==> src/rtl/multicycle_ctrl_fsm_if.sv <==
// rtl/multicycle_ctrl_fsm_if.sv - instruction fields in, datapath controls out, for the multi-cycle control FSM
interface multicycle_ctrl_fsm_if #(
  parameter int STATE_W = 4
);
  logic [6:0]         op;
  logic [2:0]         funct3;
  logic               funct7b5;
  logic               zero;
  logic               pc_write;
  logic               adr_src;
  logic               mem_write;
  logic               ir_write;
  logic [1:0]         result_src;
  logic [1:0]         alu_src_a;
  logic [1:0]         alu_src_b;
  logic [1:0]         imm_src;
  logic [2:0]         alu_control;
  logic               reg_write;
  logic               halted;
  logic [STATE_W-1:0] state_o;

  modport master (
    input  op, funct3, funct7b5, zero,
    output pc_write, adr_src, mem_write, ir_write, result_src, alu_src_a,
           alu_src_b, imm_src, alu_control, reg_write, halted, state_o
  );

  modport slave (
    output op, funct3, funct7b5, zero,
    input  pc_write, adr_src, mem_write, ir_write, result_src, alu_src_a,
           alu_src_b, imm_src, alu_control, reg_write, halted, state_o
  );
endinterface

==> src/rtl/multicycle_ctrl_fsm.sv <==
// rtl/multicycle_ctrl_fsm.sv - Moore control FSM sequencing the shared multi-cycle RV32I datapath
module multicycle_ctrl_fsm #(
  parameter bit ILLEGAL_HALT = 1'b1,
  parameter int STATE_W      = 4
) (
  input  logic                   clk,
  input  logic                   reset,
  multicycle_ctrl_fsm_if.master  bus
);

  typedef enum logic [3:0] {
    S_RST      = 4'd0,
    S_FETCH    = 4'd1,
    S_DECODE   = 4'd2,
    S_MEMADR   = 4'd3,
    S_MEMREAD  = 4'd4,
    S_MEMWB    = 4'd5,
    S_MEMWRITE = 4'd6,
    S_EXECUTER = 4'd7,
    S_EXECUTEI = 4'd8,
    S_ALUWB    = 4'd9,
    S_BEQ      = 4'd10,
    S_JAL      = 4'd11,
    S_HALT     = 4'd12
  } state_t;

  localparam logic [1:0] ALUOP_ADD   = 2'b00;
  localparam logic [1:0] ALUOP_SUB   = 2'b01;
  localparam logic [1:0] ALUOP_FUNCT = 2'b10;

  localparam logic [6:0] OP_LOAD  = 7'b0000011;
  localparam logic [6:0] OP_STORE = 7'b0100011;
  localparam logic [6:0] OP_RTYPE = 7'b0110011;
  localparam logic [6:0] OP_ITYPE = 7'b0010011;
  localparam logic [6:0] OP_BEQ   = 7'b1100011;
  localparam logic [6:0] OP_JAL   = 7'b1101111;

  typedef struct packed {
    logic       ir_write;
    logic       adr_src;
    logic       mem_write;
    logic       reg_write;
    logic       halted;
    logic       pc_update;
    logic       branch;
    logic [1:0] result_src;
    logic [1:0] alu_src_a;
    logic [1:0] alu_src_b;
    logic [1:0] alu_op;
  } ctrl_t;

  state_t state;
  state_t nxt;
  ctrl_t  ctrl;

  // State-only outputs, decoded from the state being entered so they register alongside it.
  function automatic ctrl_t decode(input state_t s);
    ctrl_t c;
    c = '0;
    case (s)
      S_FETCH: begin
        c.ir_write   = 1'b1;
        c.alu_src_b  = 2'b10;
        c.result_src = 2'b10;
        c.pc_update  = 1'b1;
      end
      S_DECODE: begin
        c.alu_src_a = 2'b01;
        c.alu_src_b = 2'b01;
      end
      S_MEMADR: begin
        c.alu_src_a = 2'b10;
        c.alu_src_b = 2'b01;
      end
      S_MEMREAD:  c.adr_src = 1'b1;
      S_MEMWB: begin
        c.result_src = 2'b01;
        c.reg_write  = 1'b1;
      end
      S_MEMWRITE: begin
        c.adr_src   = 1'b1;
        c.mem_write = 1'b1;
      end
      S_EXECUTER: begin
        c.alu_src_a = 2'b10;
        c.alu_op    = ALUOP_FUNCT;
      end
      S_EXECUTEI: begin
        c.alu_src_a = 2'b10;
        c.alu_src_b = 2'b01;
        c.alu_op    = ALUOP_FUNCT;
      end
      S_ALUWB:    c.reg_write = 1'b1;
      S_BEQ: begin
        c.alu_src_a = 2'b10;
        c.alu_op    = ALUOP_SUB;
        c.branch    = 1'b1;
      end
      S_JAL: begin
        c.alu_src_a = 2'b01;
        c.alu_src_b = 2'b10;
        c.pc_update = 1'b1;
      end
      S_HALT:     c.halted = 1'b1;
      default:    c = '0;
    endcase
    return c;
  endfunction

  always_comb begin
    nxt = state;
    case (state)
      S_RST:      nxt = S_FETCH;
      S_FETCH:    nxt = S_DECODE;
      S_DECODE: begin
        case (bus.op)
          OP_LOAD, OP_STORE: nxt = S_MEMADR;
          OP_RTYPE:          nxt = S_EXECUTER;
          OP_ITYPE:          nxt = S_EXECUTEI;
          OP_BEQ:            nxt = S_BEQ;
          OP_JAL:            nxt = S_JAL;
          default:           nxt = ILLEGAL_HALT ? S_HALT : S_FETCH;
        endcase
      end
      S_MEMADR:   nxt = (bus.op == OP_LOAD) ? S_MEMREAD : S_MEMWRITE;
      S_MEMREAD:  nxt = S_MEMWB;
      S_MEMWB:    nxt = S_FETCH;
      S_MEMWRITE: nxt = S_FETCH;
      S_EXECUTER: nxt = S_ALUWB;
      S_EXECUTEI: nxt = S_ALUWB;
      S_ALUWB:    nxt = S_FETCH;
      S_BEQ:      nxt = S_FETCH;
      S_JAL:      nxt = S_ALUWB;
      S_HALT:     nxt = S_HALT;
      default:    nxt = S_RST;
    endcase
  end

  // Async clear of the registered strobes kills any in-flight mem_write/reg_write at once.
  always_ff @(posedge clk or negedge reset) begin
    if (!reset) begin
      state <= S_RST;
      ctrl  <= '0;
    end else begin
      state <= nxt;
      ctrl  <= decode(nxt);
    end
  end

  always_comb begin
    bus.imm_src = 2'b00;
    if (state != S_RST) begin
      case (bus.op)
        OP_STORE: bus.imm_src = 2'b01;
        OP_BEQ:   bus.imm_src = 2'b10;
        OP_JAL:   bus.imm_src = 2'b11;
        default:  bus.imm_src = 2'b00;
      endcase
    end
  end

  always_comb begin
    bus.alu_control = 3'b000;
    case (ctrl.alu_op)
      ALUOP_SUB: bus.alu_control = 3'b001;
      ALUOP_FUNCT: begin
        case (bus.funct3)
          3'b000:  bus.alu_control = (bus.op[5] & bus.funct7b5) ? 3'b001 : 3'b000;
          3'b010:  bus.alu_control = 3'b101;
          3'b110:  bus.alu_control = 3'b011;
          3'b111:  bus.alu_control = 3'b010;
          default: bus.alu_control = 3'b000;
        endcase
      end
      default:   bus.alu_control = 3'b000;
    endcase
  end

  assign bus.pc_write   = ctrl.pc_update | (ctrl.branch & bus.zero);
  assign bus.adr_src    = ctrl.adr_src;
  assign bus.mem_write  = ctrl.mem_write;
  assign bus.ir_write   = ctrl.ir_write;
  assign bus.result_src = ctrl.result_src;
  assign bus.alu_src_a  = ctrl.alu_src_a;
  assign bus.alu_src_b  = ctrl.alu_src_b;
  assign bus.reg_write  = ctrl.reg_write;
  assign bus.halted     = ctrl.halted;
  assign bus.state_o    = STATE_W'(state);

endmodule
==> src/flat_wrapper.sv <==
// flat-port wrapper written by rule: the top's interface ports become plain ports
module multicycle_ctrl_fsm_flat 
#(
  parameter bit ILLEGAL_HALT = 1'b1,
  parameter int STATE_W      = 4
)
  (clk, reset, bus_op, bus_funct3, bus_funct7b5, bus_zero, bus_pc_write, bus_adr_src, bus_mem_write, bus_ir_write, bus_result_src, bus_alu_src_a, bus_alu_src_b, bus_imm_src, bus_alu_control, bus_reg_write, bus_halted, bus_state_o);
  multicycle_ctrl_fsm_if #(.STATE_W(STATE_W)) bus_i ();
  input  logic clk;
  input  logic reset;
  input wire logic [$bits(bus_i.op)-1:0] bus_op;
  input wire logic [$bits(bus_i.funct3)-1:0] bus_funct3;
  input wire logic [$bits(bus_i.funct7b5)-1:0] bus_funct7b5;
  input wire logic [$bits(bus_i.zero)-1:0] bus_zero;
  output wire logic [$bits(bus_i.pc_write)-1:0] bus_pc_write;
  output wire logic [$bits(bus_i.adr_src)-1:0] bus_adr_src;
  output wire logic [$bits(bus_i.mem_write)-1:0] bus_mem_write;
  output wire logic [$bits(bus_i.ir_write)-1:0] bus_ir_write;
  output wire logic [$bits(bus_i.result_src)-1:0] bus_result_src;
  output wire logic [$bits(bus_i.alu_src_a)-1:0] bus_alu_src_a;
  output wire logic [$bits(bus_i.alu_src_b)-1:0] bus_alu_src_b;
  output wire logic [$bits(bus_i.imm_src)-1:0] bus_imm_src;
  output wire logic [$bits(bus_i.alu_control)-1:0] bus_alu_control;
  output wire logic [$bits(bus_i.reg_write)-1:0] bus_reg_write;
  output wire logic [$bits(bus_i.halted)-1:0] bus_halted;
  output wire logic [$bits(bus_i.state_o)-1:0] bus_state_o;
  assign bus_i.op = bus_op;
  assign bus_i.funct3 = bus_funct3;
  assign bus_i.funct7b5 = bus_funct7b5;
  assign bus_i.zero = bus_zero;
  assign bus_pc_write = bus_i.pc_write;
  assign bus_adr_src = bus_i.adr_src;
  assign bus_mem_write = bus_i.mem_write;
  assign bus_ir_write = bus_i.ir_write;
  assign bus_result_src = bus_i.result_src;
  assign bus_alu_src_a = bus_i.alu_src_a;
  assign bus_alu_src_b = bus_i.alu_src_b;
  assign bus_imm_src = bus_i.imm_src;
  assign bus_alu_control = bus_i.alu_control;
  assign bus_reg_write = bus_i.reg_write;
  assign bus_halted = bus_i.halted;
  assign bus_state_o = bus_i.state_o;
  multicycle_ctrl_fsm #(.ILLEGAL_HALT(ILLEGAL_HALT), .STATE_W(STATE_W)) u_core (.clk(clk), .reset(reset), .bus(bus_i));
endmodule
==> config.mk <==
export PLATFORM = sky130hd
export DESIGN_NAME = multicycle_ctrl_fsm_flat
export DESIGN_NICKNAME = d
export VERILOG_FILES = /design/src/rtl/multicycle_ctrl_fsm_if.sv /design/src/rtl/multicycle_ctrl_fsm.sv /design/src/flat_wrapper.sv
export SDC_FILE = /design/constraint.sdc
export NUM_CORES = 1
export LEC_CHECK = 0
export BUFFER_PORTS_ARGS = -buffer_cell sky130_fd_sc_hd__clkbuf_2
export CELL_PAD_IN_SITES_DETAIL_PLACEMENT = 0
export CELL_PAD_IN_SITES_GLOBAL_PLACEMENT = 2
export CORE_ASPECT_RATIO = 0.8
export CORE_MARGIN = 2
export CORE_UTILIZATION = 28
export DETAILED_ROUTE_END_ITERATION = 8
export PLACE_DENSITY = 0.81
export SETUP_SLACK_MARGIN = 0.2
export SYNTH_ARGS = -nofsm -noshare
export SYNTH_HDL_FRONTEND = slang
export SYNTH_SLANG_ARGS = --single-unit
==> constraint.sdc <==
create_clock -name clk -period 2.4 [get_ports clk]
set_input_delay 0.12 -clock clk [delete_from_list [all_inputs] [get_ports clk]]
set_output_delay 0.12 -clock clk [all_outputs]
set_load 0.01 [all_outputs]
* Word level (Yosys, flattened, before mapping) *
Index checks and enable logic that the tools add are counted.
Widths: inputs -> output; s select.

storage, ports and cells
  output and inout bits = 21
  input port bits = 14
  logic and storage cells = 82
  register bits after elaboration = 19

operators by class
  equal/unequal tests = 35
  bitwise gates (word level) = 3
  reduce and logical (&&, ||, !) cells = 13
  muxes and demuxes = 19

operators with widths
  kind                number
  $eq 4x4->1 const B  10
  $eq 4x3->1 const B  8
  $pmux 4 s7          1
  $pmux 4 s5          1
  $eq 4x2->1 const B  4
  $pmux 2 s2          4
  $eq 7x6->1 const B  2
  $eq 7x7->1 const B  2
  $pmux 3 s4          1
  $reduce_or 2->1     6
  $eq 4x1->1 const B  2
  $mux 1              8
  $eq 7x2->1 const B  1
  $eq 7x5->1 const B  1
  $eq 3x3->1 const B  2
  $pmux 2 s3          1
  $pmux 3 s2          1
  $reduce_or 3->1     2
  $reduce_or 5->1     1
  $logic_not 4->1     1
  $mux 2              2
  $reduce_bool 4->1   1
  $reduce_or 4->1     1
  $eq 3x2->1 const B  1
  other kinds (5)     6

* Logic depth before layout (Yosys ltp) *
Gate-level depths: netlist of run 1.

  depth in word-level cells = 7
  mapped depth = 8
  mapped depth without buffers = 6

* Worst setup path before layout of run 1 *
Ideal clock, no wire load.

  kind = reg-to-reg
  from = reg u_core.state[3] (netlist: u_core.bus.state_o[3])
  to = reg u_core.ctrl (netlist bit u_core.bus.alu_src_a[0])
  cell stages (with the launch flop) = 9
  setup slack = 0.551 ns
  required time = 2.256 ns
  library setup time = 0.144 ns
  data arrival time = 1.706 ns
  clock period less this slack = 1.849 ns
  path buffers = 3
  cell sequence = dfrtp_1 -> buf_2 -> or2_1 -> buf_6 -> nor3b_2 -> a41o_1 -> or3_1 -> buf_2 -> o22ai_1

on the way
  cells in the longest elaborated chain, start to end = 6
  elaborated cells between the ends (all ways) = 25
  those cells by class = eq/ne (18); mux (2); reduce/logical (5)

ends and longest elaborated chain
  what                                                                        line                        source
  start: declaration                                                          multicycle_ctrl_fsm.sv:52   state_t state;
  start signal: assignment                                                    multicycle_ctrl_fsm.sv:145  state <= nxt;
  $eq 4x3->1, or another cell as far along                                    multicycle_ctrl_fsm.sv:112  case (state)
  $reduce_or 5->1 (no source line) / $reduce_or 3->1 (equally long branches)  n/a
  $pmux 4 s7 (*)                                                              multicycle_ctrl_fsm.sv:112
  $eq 4x2->1, or another cell as far along                                    multicycle_ctrl_fsm.sv:60   case (s)
  $reduce_or 4->1 (no source line) / $reduce_or 2->1 (equally long branches)  n/a
  $pmux 2 s2 (*)                                                              multicycle_ctrl_fsm.sv:60
  end signal: assignment                                                      multicycle_ctrl_fsm.sv:146  ctrl <= decode(nxt);
  end: declaration                                                            multicycle_ctrl_fsm.sv:54   ctrl_t ctrl;

Every way passes the cells marked *; elsewhere a longest branch is shown, timed or not.

* Worst setup path after layout of run 1 *
  from = reg u_core.state[3] (netlist: u_core.bus.state_o[3])
  to = reg u_core.ctrl[1] (netlist bit)

on the way
  cells in the longest elaborated chain, start to end = 6
  elaborated cells between the ends (all ways) = 21
  those cells by class = eq/ne (15); mux (2); reduce/logical (4)

ends and longest elaborated chain
  what                                                                        line
  $eq 4x3->1, or another cell as far along                                    multicycle_ctrl_fsm.sv:112
  $reduce_or 5->1 (no source line) / $reduce_or 3->1 (equally long branches)  n/a
  $pmux 4 s7 (*)                                                              multicycle_ctrl_fsm.sv:112
  $eq 4x3->1 / $eq 4x4->1 (equally long branches)                             multicycle_ctrl_fsm.sv:60
  $reduce_or 2->1 (no source line)                                            n/a
  $pmux 2 s2 (*)                                                              multicycle_ctrl_fsm.sv:60

Marked as above.

==> out/summary.txt, run 1 <==
Pre-antenna DRT Iters = 4
CP max FO = 10
minimum clock period = 1930 ps
worst setup margin = 470 ps
Avg Cell Area, Syn = 9.35 µm²
leakage = 0.593 nW
Final #Nets = 150
Clock Path Buffers = 2
Gate power share = 46.6%
Pint = 0.782 mW
TritonCTS buffer count = 3
TritonCTS clock tree = built
# setup viols final = 0
clock network power share = 15.9%
Design Power = 1.36 mW
sequential share of power = 37.5%
Async SR Flop Fraction = 100%
post-route ant nets = 0
die area = 4000 µm²
total track usage = 12.0%
Rows = 19
Max Clock Freq = 518 MHz
unrepaired setup endpoints after global routing = no
wire length of the first global-routing pass = 3800 µm
outcome = complete, no violations
CP Class = reg2reg
EDFF count, synth = 0
Synth-to-Final Area Change = 20.4%
CTS root buf = clkbuf_8
sw frac = 42.5%
Cell Area, Placed = 1130 µm²
post-layout util = 34.8%
Pins Over Slew Limit = 0
Worst Hold Class = in2reg
CP startpoint kind = flip-flop
die width = 70.2 µm
Wirelength per Cell = 12.7 µm
pre-CTS setup slack = 497 ps
Worst setup EP type = flip-flop
slew margin rel. = 62.8%
top cells by area, synth = dfrtp_1, buf_4, nor3_1
Via density = 4.93
I/O pins = 35
DRC errors left = 0
register area share after synthesis = 43.3%
fillcell total = 374
Worst Skew = 6.23 ps
Hold Vio Cnt, Final = 0
#FFs+latches synth = 17
CTS Sinks = 17
Max VDD drop = 0.416 mV
Worst Tran Pin Value = 553 ps
pin count of the biggest net entering global routing = 18
vias in the first global route = 834
PortBufs = 34
Post-Layout Cell Count = 175
post-route cell area = 1180 µm²
Clk Latency, worst-skew pair = 250 ps
Netlist cell types = 36
Initial Utilization = 28.9%
Switching Power = 0.578 mW
Ant. Diodes = 0
MaxCap Viol Count = 0
Die Ht = 57.0 µm
share of layout cells above drive strength 1 = 30.8%
via count = 863
Post-Place Cells = 170
WHS = 318 ps
Critical Path RT = 2560 ps
Placeable Area = 3400 µm²
Placer Congestion = 0.893
H-tree levels = 1
pwr dens = 1150 nW/µm²
Clock transition at path regs = 70 ps
crit path DAT = 2090 ps
setup TNS = 0 ps
drt total wl = 2230 µm
predominant post-synthesis flop cell = dfrtp_1
initial antenna violation count = 0
hpwl dp = 1780 µm
post-synthesis cell area = 982 µm²
First DRT Iteration DRCs = 13
GR Overflow Total = 0
post_cts resized = 0
Tcrit/Tclk final = 80.4%
syn_nets = 121
share of Yosys cell area claimed by the top area cell type = 43.3%
leading area contributor after synthesis = dfrtp_1
cells after synthesis = 105
Synthesis Warnings = 0
## layout make-up
cell class	instances	area [µm²]	area share, %
clock buffer	3	41.3	3.49
clock inverter	1	5.00	0.423
inverter	3	11.3	0.952
multi-input combinational	74	467	39.5
sequential	17	425	36.0
tap	42	52.6	4.44
timing repair buffer	35	180	15.2
## power groups by stage
stage               clock [mW]  combinational, mW  sequential, mW
floorplan                    0              0.538           0.482
finish                   0.216              0.634           0.510
global placement             0              0.642           0.512
CTS                      0.222              0.640           0.514
detailed placement           0              0.635           0.518
global route             0.236              0.711           0.536
## layer usage
layer / wire [µm] / track usage, % / part of all wire [%] / up-vias
li1: - / - / - / 424
met4: 0 / 1.65 / 0 / 0
met5: 0 / 0 / 0 / -
met1: 1070 / 16.0 / 48 / 413
met3: 153 / 4.24 / 6.9 / 0
met2: 1010 / 19.6 / 45 / 26
## kinds of logic after synthesis
group,count (synthesis),share of synthesized area [%]
xor+xnor,3,2.68
flops,17,43.3
fa+ha+maj,2,2.55
simple gates,48,27.4
buf+inv,14,9.17
compound gates,21,14.9
## cell usage in the layout (no fill, tap or decap)
cell type / n
nand4bb_1: 1
nor4_1: 2
nor2_1: 11
a41o_1: 1
a21oi_1: 4
nand2b_1: 1
xor2_1: 3
o21a_1: 1
a21o_1: 3
or2_1: 1
o22ai_1: 1
or2_2: 1
nand4_1: 2
and3_1: 1
nand2_1: 6
nor4bb_1: 1
o21bai_1: 3
and4b_1: 2
nor3_1: 9
and2b_1: 1
clkbuf_2: 34
clkbuf_8: 3
inv_1: 3
o32ai_2: 1
nor4b_1: 1
nor2b_1: 1
nand3b_1: 1
dlygate4sd3_1: 1
nand3_1: 4
dfrtp_1: 17
o2bb2ai_1: 1
nor3b_2: 1
ha_1: 2
o21ai_0: 5
clkinv_2: 1
a211oi_1: 1
or3_1: 1
## timing repair
item                       CTS  global route
buffers inserted             0             0
hold buffers                 1             0
hold endpoints to repair    17             0
setup endpoints to repair    0             0
## flip-flops by register name, summed over array words and instances, names as in the netlist
name / flops
u_core.bus.state_o: 4
u_core.ctrl: 3
u_core.bus.alu_src_a: 2
u_core.bus.alu_src_b: 2
u_core.bus.result_src: 2
u_core.bus.adr_src: 1
u_core.bus.halted: 1
u_core.bus.mem_write: 1
u_core.bus.reg_write: 1
## final timing paths
path	startpoint	to	slack (ps)	cells after the start
hold reg to reg	u_core.bus.state_o[3]$_DFF_PN0_	u_core.bus.result_src[0]$_DFF_PN0_	640	1
setup reg to reg	u_core.bus.state_o[3]$_DFF_PN0_	u_core.ctrl[1]$_DFF_PN0_	470	5
min in group asynchronous	reset	u_core.bus.adr_src$_DFF_PN0_	330	2
max in group asynchronous	reset	u_core.bus.result_src[0]$_DFF_PN0_	1770	2
hold / removal	bus_op[4]	u_core.ctrl[0]$_DFF_PN0_	320	4
setup / recovery	u_core.bus.state_o[3]$_DFF_PN0_	u_core.ctrl[1]$_DFF_PN0_	470	5
## worst max-delay path, cell delays in order (launching register included)
cell,delay [ps]
dfrtp_1,500
or2_1,270
nor3b_2,100
a41o_1,280
or3_1,450
o32ai_2,240
## cells in the mapped netlist (2+ instances only)
cell / number
a21o_1: 3
a21oi_1: 4
and4b_1: 2
buf_2: 3
buf_4: 7
dfrtp_1: 17
ha_1: 2
inv_1: 3
nand2_1: 6
nand3_1: 4
nand4_1: 2
nor2_1: 11
nor3_1: 9
nor4_1: 2
o21ai_0: 5
o21bai_1: 3
xor2_1: 3
Note: power is estimated with default switching activity, not from simulation.
==> run 2, diff against run 1 <==
--- a/config.mk
+++ b/config.mk
@@ -10,9 +10,9 @@
 export CELL_PAD_IN_SITES_GLOBAL_PLACEMENT = 2
 export CORE_ASPECT_RATIO = 0.8
 export CORE_MARGIN = 2
-export CORE_UTILIZATION = 28
+export CORE_UTILIZATION = 25
 export DETAILED_ROUTE_END_ITERATION = 8
-export PLACE_DENSITY = 0.81
+export PLACE_DENSITY = 0.77
 export SETUP_SLACK_MARGIN = 0.2
 export SYNTH_ARGS = -nofsm -noshare
 export SYNTH_HDL_FRONTEND = slang
==> constraint.sdc (replaced) <==
create_clock -name clk -period 1.76 [get_ports clk]
set_input_delay 0.088 -clock clk [delete_from_list [all_inputs] [get_ports clk]]
set_output_delay 0.088 -clock clk [all_outputs]
set_load 0.01 [all_outputs]
==> out/summary.txt, run 2 (synthesis gave the netlist of run 1 again) <==
met3 routed WL = 177 µm
number of flip-flops in the largest register = 4
R2R Path Start = u_core.bus.state_o[2]$_DFF_PN0_
CP max stage delay = 450 ps
family with the most delay on the worst path = simple AND/OR/NAND/NOR gates
leakage = 0.716 nW
Tcrit/Tclk final = 95.5%
top layer in use = met4
I/O pins = 35
Worst Skew = 6.08 ps
Initial Utilization = 26.0%
outcome = complete, no violations
Hold Vio Cnt, Final = 0
vias in the first global route = 876
Pre-antenna DRT Iters = 4
Worst Tran Pin Value = 449 ps
Via density = 4.62
worst setup margin = 79.6 ps
crit path DAT = 1840 ps
Final #Nets = 172
Critical Path Start = u_core.bus.state_o[2]$_DFF_PN0_
Pins Over Slew Limit = 0
Crit path buffers/inverters = 0
Critical Path RT = 1920 ps
DRC errors left = 0
unrepaired setup endpoints after global routing = yes
pre-CTS setup slack = -20.7 ps
CP startpoint kind = flip-flop
slew margin rel. = 69.9%
Placeable Area = 3780 µm²
wire length of the first global-routing pass = 3970 µm
share of layout cells above drive strength 1 = 55.5%
GR Overflow Total = 0
minimum clock period = 1680 ps
initial antenna violation count = 0
slowest CP cell = dfrtp_2
setup TNS = 0 ps
Cell Area, Placed = 1250 µm²
MaxCap Viol Count = 0
Post-Place Cells = 196
TritonCTS clock tree = built
First DRT Iteration DRCs = 68
hpwl dp = 1900 µm
die width = 74.1 µm
pwr dens = 1650 nW/µm²
Clk Latency, worst-skew pair = 250 ps
H-tree levels = 1
CP max FO = 6
CTS Sinks = 17
pin count of the biggest net entering global routing = 18
Clock transition at path regs = 70 ps
WHS = 304 ps
Max VDD drop = 0.401 mV
commonest non-fill, non-tap cell in the layout = clkbuf_2
Clock Path Buffers = 2
Wirelength per Cell = 12.8 µm
die area = 4450 µm²
CTS root buf = clkbuf_8
Cell Chain, Critical Path = nor2_4, nand3b_1, o21a_2, or3_4, o32ai_2
Synth-to-Final Area Change = 49.4%
Ant. Diodes = 0
# setup viols final = 0
via count = 971
Routed met1 length = 1260 µm
Die Ht = 60.1 µm
CP Class = reg2reg
Post-Layout Cell Count = 210
Worst Hold Class = in2async
Placer Congestion = 0.792
drt total wl = 2690 µm
post-route cell area = 1470 µm²
PortBufs = 34
Worst setup EP type = flip-flop
met2 WL = 1250 µm
TritonCTS buffer count = 3
commonest cells after routing, fill and taps aside = clkbuf_2, buf_4, dfrtp_1, nor2_1, nor3_1
post-route ant nets = 0
total track usage = 11.6%
Rows = 20
Max Clock Freq = 595 MHz
==> run 2: cell types whose count changed in the layout (fill, tap and decap cells not counted), moves of 4 or more <==
cell and delta:
buf_4 +20, dfrtp_1 -4, dfrtp_2 +4, nor2_1 -4
==> run 2: area by class of cell <==
cell class / instances / area (µm²)
clock buffer: 3 / 41.3
inverter: 3 / 11.3
fill: 388 / 2310
sequential: 17 / 430
multi-input combinational: 74 / 562
tap: 55 / 68.8
clock inverter: 1 / 7.51
timing repair buffer: 57 / 347
==> run 2: repair_timing <==
action	4_1_cts	5_1_grt
hold buffers	1	0
resized for setup	8	16
setup buffers	3	6
endpoints found under the hold margin	17	0
gates cloned	0	0
setup endpoints to repair	11	14
pin swaps	3	4
==> run 2: stage by stage <==
stage               util (%)  total power [mW]
CTS                     36.1              2.19
detailed placement      33.2              1.76
global placement        33.2              1.78
global route            38.8              2.59
floorplan                  -              1.47
finish                  38.8              2.43
==> run 2: final timing paths <==
kind / slack, ps / cells after the start / to
hold reg to reg: 660 / 3 / u_core.bus.alu_src_b[0]$_DFF_PN0_
min in group clk: 370 / 5 / u_core.ctrl[0]$_DFF_PN0_
hold / removal: 300 / 2 / u_core.bus.result_src[1]$_DFF_PN0_
setup / recovery: 80 / 5 / u_core.ctrl[1]$_DFF_PN0_
setup reg to reg: 80 / 5 / u_core.ctrl[1]$_DFF_PN0_
max in group asynchronous: 1130 / 2 / u_core.bus.state_o[2]$_DFF_PN0_
==> run 2: power by group <==
| part | internal [mW] | leakage (nW) | switching, mW |
|---|---|---|---|
| clock network | 0.159 | 0.0217 | 0.138 |
| logic | 0.722 | 0.477 | 0.721 |
| registers | 0.547 | 0.217 | 0.140 |
==> run 2: metal layers <==
layer,vias to the layer above,track usage (%)
met5,-,0
met4,0,2.34
met3,2,2.53
met2,40,17.9
met1,458,16.8
li1,471,-
==> run 3, diff against run 2 <==
--- a/config.mk
+++ b/config.mk
@@ -10,9 +10,9 @@
 export CELL_PAD_IN_SITES_GLOBAL_PLACEMENT = 2
 export CORE_ASPECT_RATIO = 0.8
 export CORE_MARGIN = 2
-export CORE_UTILIZATION = 25
+export CORE_UTILIZATION = 28
 export DETAILED_ROUTE_END_ITERATION = 8
-export PLACE_DENSITY = 0.77
+export PLACE_DENSITY = 0.81
 export SETUP_SLACK_MARGIN = 0.2
 export SYNTH_ARGS = -nofsm -noshare
 export SYNTH_HDL_FRONTEND = slang
==> constraint.sdc (replaced) <==
create_clock -name clk -period 1.7 [get_ports clk]
set_input_delay 0.085 -clock clk [delete_from_list [all_inputs] [get_ports clk]]
set_output_delay 0.085 -clock clk [all_outputs]
set_load 0.01 [all_outputs]
==> out/summary.txt, run 3 (synthesis gave the netlist of run 1 again) <==
reg-to-reg critical path endpoint = u_core.ctrl[1]$_DFF_PN0_
PortBufs = 34
setup TNS = 0 ps
fillcell total = 333
die area = 4000 µm²
Clk Latency, worst-skew pair = 250 ps
CP max FO = 7
Pre-antenna DRT Iters = 4
drt total wl = 2650 µm
wire length of the first global-routing pass = 4440 µm
Tcrit/Tclk final = 99.2%
Reg2Reg Depth = 5
Pint = 1.59 mW
via count = 974
Final #Nets = 182
CTS root buf = clkbuf_8
WHS = 300 ps
Worst setup EP type = flip-flop
Die Ht = 57.0 µm
worst setup margin = 13.5 ps
R2R Path Start = u_core.bus.state_o[3]$_DFF_PN0_
# setup viols final = 0
clock network power share = 11.2%
Critical Path Start = u_core.bus.state_o[3]$_DFF_PN0_
Rows = 19
Worst Tran Pin Value = 474 ps
post-layout util = 44.8%
die width = 70.2 µm
CP Class = reg2reg
I/O pins = 35
Max Clock Freq = 593 MHz
outcome = complete, no violations
sw frac = 39.1%
commonest cells after routing, fill and taps aside = clkbuf_2, buf_4, dfrtp_1, nor2_1, nor3_1
r2r setup slk = 10 ps
initial antenna violation count = 0
minimum clock period = 1690 ps
Ant. Diodes = 0
vias in the first global route = 957
Gate power share = 64.1%
TritonCTS clock tree = built
commonest non-fill, non-tap cell in the layout = clkbuf_2
TritonCTS buffer count = 3
Placeable Area = 3400 µm²
pwr dens = 1710 nW/µm²
leakage = 0.768 nW
Pins Over Slew Limit = 0
Initial Utilization = 28.9%
DRC errors left = 0
Switching Power = 1.02 mW
H-tree levels = 1
Post-Layout Cell Count = 207
Critical Path RT = 1850 ps
hpwl dp = 1940 µm
slew margin rel. = 68.0%
sequential share of power = 24.7%
Clock Path Buffers = 2
number of flip-flops in the largest register = 4
Wirelength per Cell = 12.8 µm
total track usage = 14.0%
Worst Skew = 1.74 ps
Placer Congestion = 0.840
GR Overflow Total = 0
Worst Hold Class = in2async
post-route ant nets = 0
CP endpoint = u_core.ctrl[1]$_DFF_PN0_
crit path DAT = 1830 ps
Via density = 4.71
share of layout cells above drive strength 1 = 57.0%
unrepaired setup endpoints after global routing = yes
CP startpoint kind = flip-flop
Hold Vio Cnt, Final = 0
MaxCap Viol Count = 0
Clock transition at path regs = 70 ps
Post-Place Cells = 188
Synth-to-Final Area Change = 55.2%
pre-CTS setup slack = -71.2 ps
Max VDD drop = 0.913 mV
pin count of the biggest net entering global routing = 18
CTS Sinks = 17
First DRT Iteration DRCs = 17
[run 3: worst min-delay path by stage]
stage | to | from | cells past startpoint | slack, ps
floorplan | u_core.bus.adr_src$_DFF_PN0_ | reset | 0 | -210
global placement | u_core.bus.mem_write$_DFF_PN0_ | reset | 1 | 40
finish | u_core.bus.alu_src_a[0]$_DFF_PN0_ | reset | 2 | 300
CTS | u_core.bus.alu_src_b[0]$_DFF_PN0_ | reset | 2 | 320
global route | u_core.bus.alu_src_a[0]$_DFF_PN0_ | reset | 2 | 340
detailed placement | u_core.bus.alu_src_a[0]$_DFF_PN0_ | reset | 1 | 40
[run 3: timing repair]
action,in CTS,in global routing
endpoints found under the setup margin,14,16
setup buffers,13,1
endpoints found under the hold margin,17,0
pin swaps,3,4
hold buffers,1,0
resized for setup,16,11
gates cloned,0,0
[run 3: cell type report]
class / instances / area, µm² / area share (%)
clock inverter: 1 / 5.00 / 0.328
timing repair buffer: 67 / 432 / 28.3
clock buffer: 3 / 41.3 / 2.71
multi-input combinational: 74 / 552 / 36.2
sequential: 17 / 430 / 28.2
tap: 42 / 52.6 / 3.45
inverter: 3 / 11.3 / 0.739
[run 3: per-layer routing]
layer  share of wire, %  GRT usage, %  vias to the layer above
met3                6.8          4.95                        0
li1                   -             -                      487
met4                  0         0.824                        0
met1                 46          18.8                      457
met2                 47          23.3                       30
met5                  0             0                        -
[run 3: power groups by stage]
stage	registers (mW)	clock network (mW)	logic (mW)
final	0.644	0.294	1.67
after global placement	0.721	0	1.17
after CTS	0.643	0.298	1.63
after global routing	0.663	0.323	1.83
after floorplan	0.700	0	0.825
after detailed placement	0.726	0	1.17
[run 3: worst max-delay path: stages, from the launching register on]
cell and delay, ps:
dfrtp_2 440, nor2_2 190, nand3b_1 120, o21a_1 190, or3_4 400, o32ai_2 230
[run 3: through the flow]
step	area, µm²	power (mW)
2_1_floorplan	1020	1.52
3_3_place_gp	1280	1.89
3_5_place_dp	1280	1.90
4_1_cts	1480	2.57
5_1_grt	1520	2.82
6_report	1520	2.61
